**src/rtl/lu_seq_pkg.sv**
```systemverilog
// rtl/lu_seq_pkg.sv - op codes and FSM state encoding shared by lu_seq and cl_bit
package lu_seq_pkg;

  localparam logic [2:0] OP_AND   = 3'd0;
  localparam logic [2:0] OP_OR    = 3'd1;
  localparam logic [2:0] OP_XOR   = 3'd2;
  localparam logic [2:0] OP_NOTA  = 3'd3;
  localparam logic [2:0] OP_NAND  = 3'd4;
  localparam logic [2:0] OP_NOR   = 3'd5;
  localparam logic [2:0] OP_XNOR  = 3'd6;
  localparam logic [2:0] OP_PASSB = 3'd7;

  typedef enum logic [1:0] {
    ST_IDLE   = 2'd0,
    ST_BUSY   = 2'd1,
    ST_RESULT = 2'd2
  } state_t;

endpackage

```
**src/rtl/cl_bit.sv**
```systemverilog
// rtl/cl_bit.sv - 1-bit eight-way logic cell: shared gates feeding an 8:1 mux
module cl_bit
  import lu_seq_pkg::*;
(
  input  logic       a,
  input  logic       b,
  input  logic [2:0] op,
  output logic       out
);

  logic g_and;
  logic g_or;
  logic g_xor;

  assign g_and = a & b;
  assign g_or  = a | b;
  assign g_xor = a ^ b;

  always_comb begin
    out = 1'b0;
    case (op)
      OP_AND:   out = g_and;
      OP_OR:    out = g_or;
      OP_XOR:   out = g_xor;
      OP_NOTA:  out = ~a;
      OP_NAND:  out = ~g_and;
      OP_NOR:   out = ~g_or;
      OP_XNOR:  out = ~g_xor;
      OP_PASSB: out = b;
    endcase
  end

endmodule

```
**src/rtl/lu_seq.sv**
```systemverilog
// rtl/lu_seq.sv - W-bit logic unit with accumulator, parallel or bit-serial execution
module lu_seq
  import lu_seq_pkg::*;
#(
  parameter int W = 8
) (
  input  logic         clk,
  input  logic         rst_n,
  input  logic         in_valid,
  output logic         in_ready,
  input  logic [W-1:0] a,
  input  logic [W-1:0] b,
  input  logic [2:0]   op,
  input  logic         ser,
  input  logic         acc_sel,
  input  logic         acc_clr,
  output logic         out_valid,
  input  logic         out_ready,
  output logic [W-1:0] y,
  output logic         zero,
  output logic         parity
);

  localparam int CW = (W > 1) ? $clog2(W) : 1;

  state_t         state_q, state_d;
  logic [W-1:0]   a_q, a_d, b_q, b_d, res_q, res_d, acc_q, acc_d, y_q, y_d;
  logic [2:0]     op_q, op_d;
  logic [CW-1:0]  cnt_q, cnt_d;
  logic           in_ready_q, in_ready_d, out_valid_q, out_valid_d;
  logic           zero_q, zero_d, parity_q, parity_d;

  logic [W-1:0]   a_eff, par_y, fin;
  logic           xfer, load, a_bit, b_bit, ser_bit;

  assign xfer  = in_valid && in_ready_q;
  // A clear on the accept edge wins over the stored accumulator
  assign a_eff = acc_sel ? (acc_clr ? '0 : acc_q) : a;

  for (genvar i = 0; i < W; i++) begin : g_par
    cl_bit u_cell (.a(a_eff[i]), .b(b[i]), .op(op), .out(par_y[i]));
  end

  always_comb begin
    a_bit = 1'b0;
    b_bit = 1'b0;
    for (int i = 0; i < W; i++) begin
      if (cnt_q == CW'(i)) begin
        a_bit = a_q[i];
        b_bit = b_q[i];
      end
    end
  end

  cl_bit u_ser (.a(a_bit), .b(b_bit), .op(op_q), .out(ser_bit));

  always_comb begin
    state_d     = state_q;
    a_d         = a_q;
    b_d         = b_q;
    op_d        = op_q;
    cnt_d       = cnt_q;
    res_d       = res_q;
    acc_d       = acc_q;
    y_d         = y_q;
    zero_d      = zero_q;
    parity_d    = parity_q;
    out_valid_d = out_valid_q;
    fin         = '0;
    load        = 1'b0;
    case (state_q)
      ST_IDLE: begin
        if (acc_clr) acc_d = '0;
        if (xfer) begin
          a_d   = a_eff;
          b_d   = b;
          op_d  = op;
          cnt_d = '0;
          res_d = '0;
          if (ser) begin
            state_d = ST_BUSY;
          end else begin
            fin  = par_y;
            load = 1'b1;
          end
        end
      end
      ST_BUSY: begin
        for (int i = 0; i < W; i++) begin
          if (cnt_q == CW'(i)) res_d[i] = ser_bit;
        end
        if (cnt_q == CW'(W - 1)) begin
          cnt_d = '0;
          fin   = res_d;
          load  = 1'b1;
        end else begin
          cnt_d = cnt_q + CW'(1);
        end
      end
      ST_RESULT: begin
        if (out_ready) begin
          state_d     = ST_IDLE;
          out_valid_d = 1'b0;
        end
      end
      default: state_d = ST_IDLE;
    endcase
    if (load) begin
      state_d     = ST_RESULT;
      acc_d       = fin;
      y_d         = fin;
      zero_d      = (fin == '0);
      parity_d    = ^fin;
      out_valid_d = 1'b1;
    end
    in_ready_d = (state_d == ST_IDLE);
  end

  always_ff @(posedge clk or negedge rst_n) begin
    if (!rst_n) begin
      state_q     <= ST_IDLE;
      a_q         <= '0;
      b_q         <= '0;
      op_q        <= '0;
      cnt_q       <= '0;
      res_q       <= '0;
      acc_q       <= '0;
      y_q         <= '0;
      zero_q      <= 1'b0;
      parity_q    <= 1'b0;
      out_valid_q <= 1'b0;
      in_ready_q  <= 1'b0;
    end else begin
      state_q     <= state_d;
      a_q         <= a_d;
      b_q         <= b_d;
      op_q        <= op_d;
      cnt_q       <= cnt_d;
      res_q       <= res_d;
      acc_q       <= acc_d;
      y_q         <= y_d;
      zero_q      <= zero_d;
      parity_q    <= parity_d;
      out_valid_q <= out_valid_d;
      in_ready_q  <= in_ready_d;
    end
  end

  assign in_ready  = in_ready_q;
  assign out_valid = out_valid_q;
  assign y         = y_q;
  assign zero      = zero_q;
  assign parity    = parity_q;

endmodule
```
**config.mk**
```make
export PLATFORM = sky130hd
export DESIGN_NAME = lu_seq
export DESIGN_NICKNAME = d
export VERILOG_FILES = /design/src/rtl/lu_seq_pkg.sv /design/src/rtl/cl_bit.sv /design/src/rtl/lu_seq.sv
export SDC_FILE = /design/constraint.sdc
export NUM_CORES = 1
export LEC_CHECK = 0
export ABC_AREA = 0
export CORE_MARGIN = 2
export CORE_UTILIZATION = 46
export DETAILED_ROUTE_END_ITERATION = 8
export PLACE_DENSITY = 0.67
export SYNTH_ARGS = -nofsm -noshare
export SYNTH_HDL_FRONTEND = slang
export SYNTH_SLANG_ARGS = --single-unit
```
**constraint.sdc**
```tcl
create_clock -name clk -period 5.48 [get_ports clk]
set_input_delay 1.096 -clock clk [delete_from_list [all_inputs] [get_ports clk]]
set_output_delay 1.096 -clock clk [all_outputs]
set_load 0.005 [all_outputs]
```
==> out/results.ini, run 1 <==
[worst_setup_path]
path_common_cell = ha_1
end_kind = register
path_cells = inv_1 -> ha_1 -> a21oi_1 -> a21oi_1 -> nor4_1 -> or2_4 -> ha_1 -> a31oi_1 -> nand2b_1 -> o31ai_1 -> buf_4 -> o221ai_1 -> o32ai_1 -> ha_1 -> xnor2_1 -> xnor2_1 -> o21ai_0
cp.required_ns = 5.66
crit_arrival_ns = 4.96
critPathBufInv = 2
path_delay_family = compound AO/OA/AOI/OAI gates
path_class = reg -> reg
cp_max_fo = 19
cpPeakStageDelay_ns = 0.75
critPathLaunchType = register
cp_slowest_cell = dfrtp_1

[floorplanning]
die_h_um = 92.9
die_area_um2 = 8630
fp.coreArea_um2 = 7690
initial_core_util_pct = 47.3
rows = 32
die_w_um = 92.9
io_pins = 38

[yosys]
ys.warnings.count = 0
yosys.area.top_type = dfrtp_1
synth_ff_type = dfrtp_1
syn_area_per_cell_um2 = 8.41
syn_inst = 432
synth-edff-count = 0
netlist_area_um2 = 3630
synth_fp_nets = 485
ys_ff_latch = 51
async_flop_share_pct = 100
yosysTopAreaCellShare_pct = 35.1
netlist_top_cells_area = dfrtp_1 35%, ha_1 9.3%, nand2_1 7.7%
ys_types = 58
yosysSeqAreaShare_pct = 35.1

[grt]
met2_usage_pct = 36.0
grt_usage_pct = 22.9
antenna_found_initial = 0
use_met1_pct = 33.1
grt.overflow.total = 0
grt_pass1_vias = 3188
use_met3_pct = 3.09
grt_max_degree = 52
top_usage_layer = met2
grt_pass1_wl_um = 15700

[power]
peakVddDrop_v = 0.000221
leakage_nw = 1.85
cellPowerDensity_nw_per_um2 = 499

[final_layout]
layout_commonest_cell = nand2_1
fillers = 735
drive_above_1_share_pct = 6.55
nNetsFinal = 510
area.growth.synth_to_final_pct = 15.0
layout_common_cells = 75 x nand2_1, 51 x dfrtp_1, 38 x o21ai_0
n_antenna_cell = 0

[sta]
hold_viol_final = 0
max_slew_margin_pct = 35.7
slew_viol_final = 0
clock_skew_ns = 0.00441
period_share_pct = 87.3
setup-violations-final = 0
tightest_slew_ns = 0.962
fin_setup_tns_ns = 0
rsz0062_at_grt = no
fin_crit_ns = 4.78
fmax_mhz = 209
setup_ws_ns = 0.699

[clocking]
ctsHoldBuffers = 0
cts_setup_buffers = 0
clk_pin_slew_worst_paths_ns = 0.10
post_cts_resized = 0
cts_inserted_buffers = 5
insertion_delay_ns = 0.31
cts_tree = done
cts_root_buf = clkbuf_8
cts_buffer_depth = 2
clock-sinks = 51
htree_levels = 2

[route]
vias_per_cell = 5.88
post_drt_wl_per_cell_um = 16.8
ant_nets = 0
routed_wl_um = 9420
drc = 0
initialDrtViolationCount = 265
dr.pass1.iters = 4
vias = 3295

[place]
hpwlAfterDp_um = 6980
pre_cts_slack_ns = 0.810
port_buffers = 37
gp_congestion = 0.842

[outcome]
status = finished clean

[hold_path]
hold_path_class = reg -> reg

[flow_run]
maxCapViolCount = 0

## cell families (layout without fill, tap and decap cells)
family | count (synthesis) | after routing | synth area share (%)
AND/OR/NAND/NOR | 151 | 151 | 20.0
AO/OA/AOI/OAI | 134 | 134 | 24.4
XOR/XNOR | 5 | 5 | 1.21
adder cells (fa/ha/maj) | 27 | 27 | 9.30
flip-flops | 51 | 51 | 35.1
buffers and inverters | 56 | 82 | 6.92
multiplexers | 8 | 8 | 3.03
## cell type report
type | count | area, um2 | share of cell area (%)
well taps | 102 | 128 | 3.05
flip-flops and latches | 51 | 1280 | 30.5
inverters | 29 | 109 | 2.60
clock buffers | 5 | 68.8 | 1.65
multi-input cells | 325 | 2110 | 50.4
repair buffers | 45 | 425 | 10.2
clock inverters | 3 | 67.6 | 1.62
## state kept, by name, indices dropped and copies added, names as in the netlist, 2 cells and up
register and cells:
state_q 2, a_q 8, res_q 7, y 8, acc_q 8, op_q 3
cnt_q 3, b_q 8
## metrics by stage
step / hold slack [ns] / cell area [um2] / util (%) / total power, mW / cells
6_report: 0.480 / 4180 / 54.4 / 2.09 / 560
5_1_grt: 0.511 / 4180 / 54.4 / 2.25 / 560
4_1_cts: 0.482 / 4180 / 54.4 / 2.08 / 560
3_5_place_dp: 0.460 / 4040 / 52.6 / 1.77 / 552
3_3_place_gp: 0.465 / 4040 / 52.6 / 1.74 / 552
2_1_floorplan: 0.438 / 3630 / - / 1.47 / 432
## per-layer routing
metal  vias up  wire length [um]
li1       1592                 -
met1      1585              4340
met2       104              4340
met3        14               548
met4         0               184
met5         -                 0
## where the power goes
group | internal, mW | switching (mW)
Clock | 0.182 | 0.131
Combinational | 0.465 | 0.619
Sequential | 0.545 | 0.146
## tightest hold or removal path, stage by stage, from the launching register on
cell,delay [ns]
dfrtp_1,0.35
nand2_1,0.05
nand2_1,0.06
## synth_stat cells (3+ instances only)
master and count:
a21oi_1 29, a22oi_1 7, a31oi_1 6, a32oi_1 3, buf_2 3, buf_4 5, clkbuf_1 15, dfrtp_1 51
ha_1 27, inv_1 29, mux2_2 4, nand2_1 75, nand2b_1 7, nand3_1 12, nand3b_1 4, nand4_1 3
nor2_1 15, nor2b_1 16, nor3b_1 3, o211ai_1 8, o21ai_0 38, o22ai_1 5, o311ai_0 6, o31ai_1 8
xnor2_1 5
## worst paths after layout
path                              endpoint  depth (start not counted)      from  slack (ns)
worst max-delay path                parity                         17  cnt_q[2]        0.70
worst min-delay path              acc_q[5]                          2  acc_q[5]        0.48
worst max register to register      parity                         17  cnt_q[2]        0.70
worst min register to register    acc_q[5]                          2  acc_q[5]        0.48
max in group asynchronous         acc_q[4]                          2     rst_n        4.13
min in group asynchronous       state_q[1]                          2     rst_n        0.88
Power figures use the tool's default switching activity.
==> run 2: changes to the inputs <==
CAP_MARGIN = 0   (was default)
CORE_MARGIN = 4   (was 2)
==> out/results.ini, run 2 (synthesis results as in run 1) <==
[place]
gp_congestion = 0.865
place_area_um2 = 4040
hpwlAfterDp_um = 7100
port_buffers = 37
dp_cells = 552

[route]
vias_per_cell = 5.83
vias = 3264
initialDrtViolationCount = 243
drc = 0
highest_layer = met4
dr_wl_met3_um = 450
dr.pass1.iters = 5
ant_nets = 0
wl_met2_um = 4500
routed_wl_um = 9580
post_drt_wl_per_cell_um = 17.1
wl_met1_um = 4440

[floorplanning]
die_area_um2 = 9380
io_pins = 38
fp.coreArea_um2 = 7690
die_h_um = 96.9
initial_core_util_pct = 47.3
rows = 32
die_w_um = 96.9

[final_layout]
stdcell_count = 560
nNetsFinal = 510
fillers = 734
layout_commonest_cell = nand2_1
n_antenna_cell = 0
layout_common_cells = 75 x nand2_1, 51 x dfrtp_1, 38 x o21ai_0
area.growth.synth_to_final_pct = 14.4
drive_above_1_share_pct = 6.55
fin_util_pct = 54.1
fin_area_um2 = 4160

[clocking]
insertion_delay_ns = 0.31
clk_pin_slew_worst_paths_ns = 0.09
post_cts_resized = 0
cts_setup_buffers = 0
clock-sinks = 51
cts_inserted_buffers = 5
cts_tree = done
ctsHoldBuffers = 0
cts_buffer_depth = 2
htree_levels = 2
cts_root_buf = clkbuf_8

[grt]
grt_pass1_wl_um = 16000
grt_max_degree = 52
antenna_found_initial = 0
grt.overflow.total = 0
grt_pass1_vias = 3124
grt_usage_pct = 20.8

[worst_setup_path]
cpPeakStageDelay_ns = 0.68
crit_arrival_ns = 5.09
cp.required_ns = 5.66
path_cells = inv_1 -> ha_1 -> a21oi_1 -> a2111oi_2 -> nor4_1 -> or2_4 -> ha_1 -> a31oi_1 -> nand2b_1 -> o31ai_1 -> o221ai_1 -> o32ai_1 -> ha_1 -> xnor2_1 -> xnor2_1 -> o21ai_0
critPathLaunchType = register
path_class = reg -> reg
path_common_cell = ha_1
end_kind = register
cp_max_fo = 13
reg2reg_slack_ns = 0.57
cp_slowest_cell = o31ai_1

[power]
p_int_mw = 1.14
peakVddDrop_v = 0.000229
comb_power_share_pct = 53.6
p_sw_uw = 898
seqPwrFrac_pct = 33.3
cellPowerDensity_nw_per_um2 = 489
power_switching_share_pct = 44.2
leakage_nw = 1.85
clock_power_share_pct = 13.1

[outcome]
status = finished clean

[flow_run]
maxCapViolCount = 0

[sta]
fin_crit_ns = 4.91
setup-violations-final = 0
slew_viol_final = 0
clock_skew_ns = 0.00909
period_share_pct = 89.6
fin_setup_tns_ns = 0
rsz0062_at_grt = no
fmax_mhz = 204
holdWs_ns = 0.480
hold_viol_final = 0
tightest_slew_ns = 1.03
max_slew_margin_pct = 30.7

[hold_path]
hold_path_class = reg -> reg

run 2: cell types whose count changed in the layout (fill, tap and decap cells not counted):
cell and delta:
bufinv_16 -1, clkinv_2 +1, clkinv_4 +1, clkinvlp_4 -1
run 2: path summary, 6_finish.rpt:
kind | startpoint | endpoint | cells after the start
max | cnt_q[1] | parity | 16
min | acc_q[3] | acc_q[3] | 2
max reg2reg | cnt_q[1] | parity | 16
min reg2reg | acc_q[3] | acc_q[3] | 2
max in group asynchronous | rst_n | a_q[3] | 2
min in group asynchronous | rst_n | in_ready | 2
run 2: metal layers:
metal	vias to the layer above	GRT usage [%]
met2	98	32.8
li1	1592	-
met1	1558	29.7
met4	0	5.83
met3	16	3.10
met5	-	0
run 2: power groups by stage:
stage / clock, mW / combinational [mW] / sequential (mW)
after detailed placement: 0 / 1.08 / 0.684
after global placement: 0 / 1.05 / 0.681
after global routing: 0.289 / 1.22 / 0.703
after floorplan: 0 / 0.828 / 0.645
after CTS: 0.272 / 1.08 / 0.679
final: 0.266 / 1.09 / 0.678
run 2: cell type report:
| type | count | area (um2) | area share (%) |
|---|---|---|---|
| flip-flops and latches | 51 | 1280 | 30.7 |
| clock inverters | 3 | 43.8 | 1.05 |
| multi-input cells | 325 | 2110 | 50.7 |
| clock buffers | 5 | 68.8 | 1.66 |
| inverters | 29 | 109 | 2.62 |
| repair buffers | 45 | 425 | 10.2 |
| well taps | 102 | 128 | 3.07 |
run 2: stage by stage:
step / setup WS [ns] / power (mW)
6_report: 0.570 / 2.03
2_1_floorplan: 1.28 / 1.47
5_1_grt: 0.0985 / 2.22
3_3_place_gp: 0.715 / 1.74
3_5_place_dp: 0.625 / 1.76
4_1_cts: 0.620 / 2.04
run 2: critical path, delay by kind of cell, from the launching register on:
kind,cells,cell delay [ns]
AOI/OAI and AO/OA,7,2.33
adders and majority gates,3,1.12
and+or+nand+nor,3,0.51
DFF,1,0.42
xor gates and xnor gates,2,0.30
buffers and inverters,1,0.08
==> run 3: changes to the inputs <==
SYNTH_HIERARCHICAL = 1   (was default)
==> out/results.ini, run 3 <==
[outcome]
status = finished clean

[yosys]
synthSimpleGateAreaFrac_pct = 14.9
synth_fp_nets = 431
netlist_area_um2 = 3700
ys_types = 46
netlist_top_cells_area = dfrtp_1 35%, ha_1 9.8%, inv_1 4.9%
synth_ff_type = dfrtp_1
async_flop_share_pct = 100
yosys.area.top_type = dfrtp_1
synth-xor-area-share_pct = 2.84
synth-compound-area-share_pct = 20.5
synth_fa_ha_area_share_pct = 9.80
synth.area.mux_share_pct = 9.16
syn_area_per_cell_um2 = 9.85
syn_inst = 376
synth.most_common_cell = dfrtp_1
yosysSeqAreaShare_pct = 35.1
synth_commonest_cells = 52 x dfrtp_1, 48 x inv_1, 29 x ha_1
ys_ff_latch = 52
ys.warnings.count = 6
yosysTopAreaCellShare_pct = 35.1
synth_top_family_by_area = compound AO/OA/AOI/OAI gates
synth-edff-count = 0

[final_layout]
nNetsFinal = 463
fin_area_um2 = 4210
area.growth.synth_to_final_pct = 13.7
layout_commonest_cell = dfrtp_1
drive_above_1_share_pct = 13.9
n_antenna_cell = 0
fin_util_pct = 54.2
layout_common_cells = 52 x dfrtp_1, 48 x inv_1, 36 x clkdlybuf4s50_1
fillers = 730

[flow_run]
maxCapViolCount = 0

[sta]
setup-violations-final = 0
hold_viol_final = 0
rsz0062_at_grt = no
fin_setup_tns_ns = 0
holdWs_ns = 0.487
fmax_mhz = 208
fin_crit_ns = 4.82
period_share_pct = 87.9
clock_skew_ns = 0.0107
tightest_slew_ns = 1.03
max_slew_margin_pct = 31.3
slew_viol_final = 0

[hold_path]
hold_path_class = reg -> reg
hp-start = acc_q[1]

[worst_setup_path]
crit_arrival_ns = 5.02
critPathLaunchType = register
r2r-start = cnt_q[2]
critPathBufInv = 3
end_kind = register
cp_max_fo = 16
crit_start = cnt_q[2]
path_class = reg -> reg
cp_slowest_cell = dfrtp_1
path_cells = inv_1 -> ha_1 -> a2111oi_4 -> a221oi_1 -> o311ai_2 -> inv_1 -> ha_1 -> nor2b_1 -> o21ai_0 -> nand3_2 -> o21ai_2 -> mux2i_1 -> o2bb2ai_1 -> inv_1 -> ha_1 -> xnor2_1 -> xnor2_1 -> o21ai_0
path_delay_family = compound AO/OA/AOI/OAI gates
cp.required_ns = 5.68
cpPeakStageDelay_ns = 0.77

[power]
leakage_nw = 1.94
peakVddDrop_v = 0.000206
cellPowerDensity_nw_per_um2 = 451
finalPower_mw = 1.90

[clocking]
clock-sinks = 52
cts_inserted_buffers = 5
insertion_delay_ns = 0.32
cts_buffer_depth = 2
cts_tree = done
clk_pin_slew_worst_paths_ns = 0.11
ctsHoldBuffers = 0
cts_root_buf = clkbuf_8
post_cts_resized = 0
cts_setup_buffers = 0
htree_levels = 2

[floorplanning]
die_area_um2 = 9550
initial_core_util_pct = 47.7
fp.coreArea_um2 = 7770
die_h_um = 97.7
io_pins = 38
rows = 32
die_w_um = 97.7

[place]
place_area_um2 = 4120
gp_congestion = 0.820
hpwlAfterDp_um = 6320
port_buffers = 37

[grt]
grt_usage_pct = 18.7
antenna_found_initial = 0
grt_max_degree = 53
grt_pass1_wl_um = 14500
grt.overflow.total = 0
grt_pass1_vias = 2820

[route]
vias_per_cell = 5.38
drc = 0
ant_nets = 0
vias = 2751
dr.pass1.iters = 4
routed_wl_um = 8510
post_drt_wl_per_cell_um = 16.6
initialDrtViolationCount = 164

-- run 3: cell types whose count changed after synthesis, sizes merged, moves of 6 or more --
cell,previous run,this run
mux2i,2,17
a211o,1,9
a21o,2,13
clkbuf,15,2
inv,29,48
o211ai,8,0
xnor2,5,12
nor2b,16,23
o31ai,8,1
a31oi,6,0
a21oi,29,11
mux2,4,15
nand2,75,24
-- run 3: area by class of cell --
class / instances / area, um2 / share of cell area (%)
multi-input combinational: 261 / 2120 / 50.3
sequential: 52 / 1300 / 30.9
timing repair buffer: 40 / 388 / 9.21
inverter: 48 / 180 / 4.28
tap: 102 / 128 / 3.03
clock buffer: 5 / 68.8 / 1.63
clock inverter: 3 / 25.0 / 0.594
-- run 3: worst paths after layout --
kind | end | slack [ns] | cells after the start
setup / recovery | parity | 0.66 | 18
hold / removal | acc_q[1] | 0.49 | 1
setup reg to reg | parity | 0.66 | 18
hold reg to reg | acc_q[1] | 0.49 | 1
max in group asynchronous | b_q[2] | 4.13 | 2
min in group asynchronous | cnt_q[1] | 0.88 | 2
-- run 3: metal layers --
| metal | vias to the layer above | track usage (%) | part of all wire (%) |
|---|---|---|---|
| met1 | 1339 | 25.7 | 48 |
| met3 | 8 | 3.02 | 3.4 |
| met2 | 48 | 30.8 | 47 |
| met4 | 0 | 4.47 | 1.2 |
| li1 | 1356 | - | - |
| met5 | - | 0 | 0 |
-- run 3: cells by family after synthesis --
group / Yosys count
compound gates: 97
xor+xnor: 12
fa+ha+maj: 29
buf+inv: 63
flops: 52
mux: 32
simple gates: 91
-- run 3: worst register-to-register path, stage by stage (launching register included) --
cell and delay, ns:
dfrtp_1 0.77, inv_1 0.25, ha_1 0.44, a2111oi_4 0.35, a221oi_1 0.14, o311ai_2 0.31
inv_1 0.11, ha_1 0.30, nor2b_1 0.14, o21ai_0 0.21, nand3_2 0.10, o21ai_2 0.21
mux2i_1 0.18, o2bb2ai_1 0.40, inv_1 0.09, ha_1 0.32, xnor2_1 0.17, xnor2_1 0.13
o21ai_0 0.09
-- run 3: stage by stage --
step / setup slack (ns) / instances
floorplan: 1.45 / 376
global placement: 0.740 / 503
detailed placement: 0.673 / 503
CTS: 0.659 / 511
global route: 0.270 / 511
finish: 0.664 / 511
-- run 3: power breakdown --
part	internal (mW)	total, mW	switching (mW)
clock	0.0935	0.238	0.144
combinational	0.469	0.976	0.507
sequential	0.552	0.684	0.131
total	1.11	1.90	0.783
